`config.mk`:
```
export PLATFORM = sky130hd
export DESIGN_NAME = seg_scan_controller_flat
export DESIGN_NICKNAME = d
export VERILOG_FILES = /design/src/rtl/seg_scan_controller_pkg.sv /design/src/rtl/seg_scan_controller_if.sv /design/src/rtl/seg_scan_controller_digit_buffer.sv /design/src/rtl/seg_scan_controller.sv /design/src/flat_wrapper.sv
export SDC_FILE = /design/constraint.sdc
export NUM_CORES = 1
export LEC_CHECK = 0
export ABC_AREA = 1
export BUFFER_PORTS_ARGS = -buffer_cell sky130_fd_sc_hd__buf_2
export CELL_PAD_IN_SITES_DETAIL_PLACEMENT = 1
export CELL_PAD_IN_SITES_GLOBAL_PLACEMENT = 1
export CORE_MARGIN = 2
export CORE_UTILIZATION = 35
export CTS_CLUSTER_DIAMETER = 50
export DETAILED_ROUTE_END_ITERATION = 10
export GPL_TIMING_DRIVEN = 0
export PLACE_DENSITY = 0.67
export SLEW_MARGIN = 20
export SYNTH_ARGS = -nofsm -noshare
export SYNTH_HDL_FRONTEND = slang
export SYNTH_SLANG_ARGS = --single-unit
export TNS_END_PERCENT = 50
```
`constraint.sdc`:
```
create_clock -name clk -period 1.9 [get_ports clk]
set_clock_uncertainty 0.1 [all_clocks]
set_input_delay 0.285 -clock clk [delete_from_list [all_inputs] [get_ports clk]]
set_output_delay 0.285 -clock clk [all_outputs]
set_load 0.03 [all_outputs]
```
`src/rtl/seg_scan_controller_pkg.sv`:
```
// seg_pkg: definitions shared by the 7-segment scan controller files.
//   - SLOT_*       : refresh_sel value for each digit position (0 = ones, rightmost)
//   - ANODE_OFF    : active-low anode pattern with every digit dark
//   - scan_state_t : scan FSM states (GUARD = anodes dark, ON = digit lit)
//   - nibble_at    : selects one BCD digit out of the 16-bit digit word
//   - lz_blank     : leading-zero suppression test for one slot
package seg_pkg;

    localparam logic [1:0] SLOT_ONES      = 2'd0;
    localparam logic [1:0] SLOT_TENS      = 2'd1;
    localparam logic [1:0] SLOT_HUNDREDS  = 2'd2;
    localparam logic [1:0] SLOT_THOUSANDS = 2'd3;

    localparam logic [3:0] ANODE_OFF = 4'b1111;

    typedef enum logic {
        GUARD = 1'b0,
        ON    = 1'b1
    } scan_state_t;

    // Digit word layout is {thousands, hundreds, tens, ones}.
    function automatic logic [3:0] nibble_at(input logic [15:0] digits, input logic [1:0] slot);
        return digits[{slot, 2'b00} +: 4];
    endfunction

    // A digit is a leading zero only if it and every more significant digit
    // are zero. The ones digit is always shown so "0" never goes fully dark.
    function automatic logic lz_blank(input logic [15:0] digits, input logic [1:0] slot);
        logic blank;
        case (slot)
            SLOT_THOUSANDS: blank = (digits[15:12] == 4'd0);
            SLOT_HUNDREDS:  blank = (digits[15:8] == 8'd0);
            SLOT_TENS:      blank = (digits[15:4] == 12'd0);
            default:        blank = 1'b0;
        endcase
        return blank;
    endfunction

endpackage

```
`src/rtl/seg_scan_controller_if.sv`:
```
// seg_scan_controller_if: valid/ready load port for the four BCD digits.
//   load_valid  : producer has a new digit word
//   load_digits : {thousands, hundreds, tens, ones}, 4 bits each
//   load_ready  : controller can take a word (pending buffer empty)
// master = digit producer (counter/BCD logic), slave = scan controller.
interface seg_scan_controller_if;
    import seg_pkg::*;

    logic        load_valid;
    logic [15:0] load_digits;
    logic        load_ready;

    modport master (
        output load_valid,
        output load_digits,
        input  load_ready
    );

    modport slave (
        input  load_valid,
        input  load_digits,
        output load_ready
    );

endinterface

```
`src/rtl/seg_scan_controller_digit_buffer.sv`:
```
// seg_digit_buffer: double buffer between the digit producer and the scan.
//   clk, rst_n  : clock, synchronous active-low reset
//   commit      : 1 on the final cycle of a frame; moves pending -> active
//   load_if     : valid/ready load port (slave side)
//   active_next : value the active buffer takes at the coming edge, so the
//                 top can register digit outputs in step with a commit
module seg_digit_buffer (
    input  logic                         clk,
    input  logic                         rst_n,
    input  logic                         commit,
    seg_scan_controller_if.slave         load_if,
    output logic [15:0]                  active_next
);
    import seg_pkg::*;

    logic [15:0] pending_q, pending_d;
    logic [15:0] active_q, active_d;
    logic        pending_full_q, pending_full_d;
    logic        accept;

    assign load_if.load_ready = !pending_full_q;
    assign accept             = load_if.load_valid && !pending_full_q;
    assign active_next        = active_d;

    // Commit and accept never collide: accept needs the pending buffer empty
    // and a commit only happens when it is full. A load landing on the
    // commit cycle therefore waits a whole frame in pending (no bypass).
    always_comb begin
        pending_d      = pending_q;
        active_d       = active_q;
        pending_full_d = pending_full_q;
        if (commit && pending_full_q) begin
            active_d       = pending_q;
            pending_full_d = 1'b0;
        end else if (accept) begin
            pending_d      = load_if.load_digits;
            pending_full_d = 1'b1;
        end
    end

    always_ff @(posedge clk) begin
        if (!rst_n) begin
            pending_q      <= '0;
            active_q       <= '0;
            pending_full_q <= 1'b0;
        end else begin
            pending_q      <= pending_d;
            active_q       <= active_d;
            pending_full_q <= pending_full_d;
        end
    end

endmodule

```
`src/rtl/seg_scan_controller.sv`:
```
// seg_scan_controller: 4-digit 7-segment time-multiplexing scheduler.
//   clk, rst_n   : clock, synchronous active-low reset
//   enable       : 1 runs the scan, 0 freezes it with all anodes off
//   lz_en        : leading-zero blanking enable
//   load_if      : valid/ready digit load port (slave)
//   refresh_sel  : current slot, 0 = ones ... 3 = thousands
//   digit_value  : active-buffer nibble for the current slot
//   digit_blank  : current digit suppressed as a leading zero
//   anode_n      : active-low anode enables, bit i lit when refresh_sel == i
//   frame_done   : one-cycle pulse on the last cycle of slot 3
// Every slot is REFRESH_DIV cycles; its first BLANK_CYCLES cycles keep all
// anodes dark so the segment path can settle on the new digit (anti-ghosting).
module seg_scan_controller #(
    parameter int REFRESH_DIV  = 100000,
    parameter int BLANK_CYCLES = 1000
) (
    input  logic                 clk,
    input  logic                 rst_n,
    input  logic                 enable,
    input  logic                 lz_en,
    seg_scan_controller_if.slave load_if,
    output logic [1:0]           refresh_sel,
    output logic [3:0]           digit_value,
    output logic                 digit_blank,
    output logic [3:0]           anode_n,
    output logic                 frame_done
);
    import seg_pkg::*;

    localparam int             PW        = (REFRESH_DIV > 1) ? $clog2(REFRESH_DIV) : 1;
    localparam logic [PW-1:0]  LAST      = PW'(REFRESH_DIV - 1);
    localparam logic [PW-1:0]  BLANK_LIM = PW'(BLANK_CYCLES);

    logic [PW-1:0] presc_q, presc_d;
    logic [1:0]    sel_q, sel_d;
    scan_state_t   state_q, state_d;
    logic [3:0]    anode_n_q, anode_n_d;
    logic [3:0]    digit_value_q, digit_value_d;
    logic          digit_blank_q, digit_blank_d;
    logic          frame_done_q, frame_done_d;
    logic          wrap;
    logic          commit;
    logic [15:0]   active_next;

    seg_digit_buffer u_buffer (
        .clk         (clk),
        .rst_n       (rst_n),
        .commit      (commit),
        .load_if     (load_if),
        .active_next (active_next)
    );

    // Prescaler and slot counter. Both simply hold while disabled, so
    // re-enabling resumes the interrupted slot where it left off.
    always_comb begin
        presc_d = presc_q;
        sel_d   = sel_q;
        wrap    = enable && (presc_q == LAST);
        if (enable) begin
            if (wrap) begin
                presc_d = '0;
                sel_d   = sel_q + 2'd1;
            end else begin
                presc_d = presc_q + 1'b1;
            end
        end
        commit = wrap && (sel_q == SLOT_THOUSANDS);
    end

    // Scan FSM and output decode. Everything is computed from the values the
    // counters take at the coming edge, so the registered outputs line up
    // with the prescaler and the new digit appears exactly as its slot (and
    // its guard interval) begins.
    always_comb begin
        state_d = state_q;
        case (state_q)
            GUARD:   if (presc_d >= BLANK_LIM) state_d = ON;
            ON:      if (presc_d <  BLANK_LIM) state_d = GUARD;
            default: state_d = GUARD;
        endcase

        digit_value_d = nibble_at(active_next, sel_d);
        digit_blank_d = lz_en && lz_blank(active_next, sel_d);

        anode_n_d = ANODE_OFF;
        if (enable && (state_d == ON) && !digit_blank_d) begin
            anode_n_d = ~(4'b0001 << sel_d);
        end

        frame_done_d = enable && (presc_d == LAST) && (sel_d == SLOT_THOUSANDS);
    end

    always_ff @(posedge clk) begin
        if (!rst_n) begin
            presc_q       <= '0;
            sel_q         <= SLOT_ONES;
            state_q       <= GUARD;
            anode_n_q     <= ANODE_OFF;
            digit_value_q <= 4'd0;
            digit_blank_q <= 1'b0;
            frame_done_q  <= 1'b0;
        end else begin
            presc_q       <= presc_d;
            sel_q         <= sel_d;
            state_q       <= state_d;
            anode_n_q     <= anode_n_d;
            digit_value_q <= digit_value_d;
            digit_blank_q <= digit_blank_d;
            frame_done_q  <= frame_done_d;
        end
    end

    assign refresh_sel = sel_q;
    assign digit_value = digit_value_q;
    assign digit_blank = digit_blank_q;
    assign anode_n     = anode_n_q;
    assign frame_done  = frame_done_q;

endmodule

```
`src/flat_wrapper.sv`:
```
// flat-port wrapper written by rule: the top's interface ports become plain ports
module seg_scan_controller_flat import seg_pkg::*;
#(
    parameter int REFRESH_DIV  = 100000,
    parameter int BLANK_CYCLES = 1000
)
  (clk, rst_n, enable, lz_en, refresh_sel, digit_value, digit_blank, anode_n, frame_done, load_if_load_valid, load_if_load_digits, load_if_load_ready);
  seg_scan_controller_if load_if_i ();
  input  logic clk;
  input  logic rst_n;
  input  logic enable;
  input  logic lz_en;
  output logic [1:0] refresh_sel;
  output logic [3:0] digit_value;
  output logic digit_blank;
  output logic [3:0] anode_n;
  output logic frame_done;
  input wire logic [$bits(load_if_i.load_valid)-1:0] load_if_load_valid;
  input wire logic [$bits(load_if_i.load_digits)-1:0] load_if_load_digits;
  output wire logic [$bits(load_if_i.load_ready)-1:0] load_if_load_ready;
  assign load_if_i.load_valid = load_if_load_valid;
  assign load_if_i.load_digits = load_if_load_digits;
  assign load_if_load_ready = load_if_i.load_ready;
  seg_scan_controller #(.REFRESH_DIV(REFRESH_DIV), .BLANK_CYCLES(BLANK_CYCLES)) u_core (.clk(clk), .rst_n(rst_n), .enable(enable), .lz_en(lz_en), .load_if(load_if_i), .refresh_sel(refresh_sel), .digit_value(digit_value), .digit_blank(digit_blank), .anode_n(anode_n), .frame_done(frame_done));
endmodule
```
==> results.py <==
metrics = {
    "run_status": {
        "status": "finished, violations left",
        "violations": "negative setup slack",
    },
    "cells_and_area": {
        "area_delta_synth_final_pct": 36.3,
        "fin_nets": 523,
        "fillerInstances": 1090,
        "antennaDiodeCount": 0,
        "finalNonFillerCells": 613,
        "mostFrequentLayoutCells": "nor2_1 (83), nand2_1 (55), dfxtp_1 (47)",
        "drive_gt1_share_pct": 39.2,
        "final_common_cell": "nor2_1",
    },
    "min_path": {
        "hold_path_end": "u_core.u_buffer.pending_q[6]",
        "hold_path.class": "input port to flop",
        "whs_path_depth": 3,
        "min-delay-start": "load_if_load_digits[6]",
    },
    "drt": {
        "drc": 0,
        "ant_nets": 0,
        "drt_iter0_drc": 96,
        "vias": 3051,
        "avgRoutedWirePerCell_um": 16.3,
        "vias_per_cell": 4.98,
        "wl_um": 10000,
        "first_pass_iters": 4,
    },
    "critical_path": {
        "cp-end-kind": "flop",
        "arrival_ns": 2.16,
        "r2r_cells": 9,
        "cp.required_ns": 2.08,
        "max_stage_delay_ns": 0.38,
        "r2r_end": "u_core.anode_n[0]",
        "path_cells": "ha_4 > nand4_1 > nor2_4 > nand4_4 > nand2_2 > nand3_2 > nor3_4 > nand3_4 > nand4_1",
        "crit_top_cell": "nand4_1",
        "critPathMaxFanout": 7,
        "crit_type": "flop to flop",
        "timing.critical_path.max_delay_family": "simple AND/OR/NAND/NOR gates",
        "rrSetupSlack_ns": -0.08,
        "worstSetupStartpointType": "flop",
        "slowest_stage": "dfxtp_4",
        "reg2reg_from": "u_core.presc_q[0]",
        "path_buf_inv": 0,
    },
    "job": {
        "maxCapViolCount": 0,
    },
    "clocking": {
        "cts.sinks": 62,
        "clk_pin_slew_ns": 0.08,
        "cts_buffers": 9,
        "cts_tree": "yes",
        "clkLatencyLatePin_ns": 0.34,
        "clockBufferDepth": 2,
        "htreeDepth": 3,
        "postCtsHoldBufs": 0,
        "root_buffer": "clkbuf_8",
    },
    "power_and_ir_drop": {
        "peakVddDrop_mv": 0.349,
        "p_per_area_nw_per_um2": 673,
        "power_mw": 2.83,
        "leakagePower_nw": 1.78,
    },
    "timing": {
        "rsz0062_at_grt": "true",
        "tightest_slew_ns": 0.668,
        "fin_ws_ns": -0.0808,
        "finalCritPeriodShare_pct": 104,
        "drv_slew": 0,
        "maxSlewHeadroom_pct": 55.4,
        "hold_viol_final": 0,
        "fin_tns_setup_ns": -0.410,
        "clock.fmax_mhz": 505,
        "layout_min_cycle_time_ns": 1.98,
        "setup_viol": 9,
    },
    "global_routing": {
        "antenna_found_initial": 0,
        "grt_pass1_vias": 3306,
        "grt_first_pass_wirelength_um": 16600,
        "grt_max_degree": 12,
        "grt.overflow.total": 0,
        "grt_use_total_pct": 22.0,
    },
    "die": {
        "row_count": 34,
        "core-area_um2": 8640,
        "dieHeight_um": 97.9,
        "io-pin-count": 34,
        "dieArea_um2": 9590,
        "die-width_um": 97.9,
        "initial_core_util_pct": 35.8,
    },
    "yosys": {
        "synth_edf_count": 0,
        "async_flop_share_pct": 0,
        "syn-cell-area_um2": 3090,
        "ys_ff_latch": 62,
        "yosys_warnings": 0,
        "syn_nets": 454,
        "syn_area_per_cell_um2": 7.16,
        "yosysSeqAreaShare_pct": 40.2,
        "synthFlopType": "dfxtp_1",
        "synth_cells": 431,
        "synth.distinct_cells": 38,
    },
    "placement": {
        "gp_congestion": 0.846,
        "place_inst": 570,
        "dp_hpwl_um": 6880,
        "numPortBuffers": 31,
    },
}
Yosys cell counts, types with 6 or more instances:
library cell / number / share of area (%)
clkbuf_1: 8 / 0.97
nor2_2: 8 / 1.6
nor2_1: 96 / 12
nand3_1: 17 / 2.8
o22ai_1: 8 / 1.6
nand2_1: 82 / 10
nand4_1: 15 / 3.0
inv_2: 6 / 0.73
o21ai_0: 22 / 3.6
a21oi_1: 7 / 1.1
dfxtp_1: 62 / 40
inv_1: 45 / 5.5
tightest hold or removal path, stage by stage:
cell and delay [ns]:
buf_2 0.07, o21ai_0 0.07, nor2_1 0.07
metal layers:
layer,vias to the layer above,part of all wire [%],track usage [%]
met5,-,0,0
met4,0,2.6,9.72
met3,21,2.8,3.15
met2,51,53,40.7
met1,1468,42,24.8
li1,1511,-,-
layout make-up:
class | count | area (um2) | area share, %
Timing Repair Buffer | 56 | 359 | 8.53
Tap cell | 108 | 135 | 3.21
Clock buffer | 11 | 141 | 3.36
Clock inverter | 5 | 81.3 | 1.93
Multi-Input combinational cell | 308 | 1950 | 46.4
Buffer | 12 | 63.8 | 1.52
Inverter | 51 | 194 | 4.61
Sequential cell | 62 | 1280 | 30.4
worst max-delay path by stage:
stage	cells past startpoint	start	to	slack, ns
detailed placement	11	u_core.presc_q[0]	u_core.frame_done	-0.37
CTS	11	u_core.presc_q[1]	u_core.frame_done	-0.07
finish	9	u_core.presc_q[0]	u_core.anode_n[0]	-0.08
global placement	11	u_core.presc_q[0]	u_core.frame_done	-0.40
floorplan	9	u_core.presc_q[0]	u_core.digit_value[3]	0.06
global route	11	u_core.presc_q[0]	u_core.anode_n[0]	-0.19
cell families (layout without fill, tap and decap cells):
logic type,count (synthesis),after routing,synth area share (%)
AO/OA/AOI/OAI,42,42,7.46
XOR/XNOR,6,6,1.94
adder cells (fa/ha/maj),2,2,0.810
buffers and inverters,63,135,8.06
flip-flops,62,62,40.2
multiplexers,2,2,0.648
AND/OR/NAND/NOR,254,256,40.9
state kept, by name, indices dropped and copies added, names as in the netlist:
| register | cells |
|---|---|
| u_core.presc_q | 17 |
| u_core.u_buffer.active_q | 16 |
| u_core.u_buffer.pending_q | 16 |
| u_core.anode_n | 4 |
| u_core.digit_value | 4 |
| u_core.refresh_sel | 2 |
| u_core.digit_blank | 1 |
| u_core.frame_done | 1 |
| u_core.u_buffer.pending_full_q | 1 |
where the power goes:
group | switching (mW) | internal [mW]
Combinational | 0.0983 | 0.0497
Sequential | 0.0214 | 1.32
Clock | 0.563 | 0.778
through the flow:
step	utilization [%]	cell area (um2)	worst slack (ns)	hold slack [ns]
floorplan	-	3090	0.0576	0.330
global placement	39.1	3380	-0.401	0.351
detailed placement	39.1	3380	-0.369	0.358
CTS	47.4	4100	-0.0707	0.0863
global route	48.7	4210	-0.189	0.114
finish	48.7	4210	-0.0808	0.0964
repair_timing:
item	4_1_cts	5_1_grt
gates resized for setup	84	29
setup buffers	23	2
setup endpoints to repair	16	12
pin swaps	35	23
gates cloned	2	0
No activity file was read; power rests on OpenSTA's default activity.
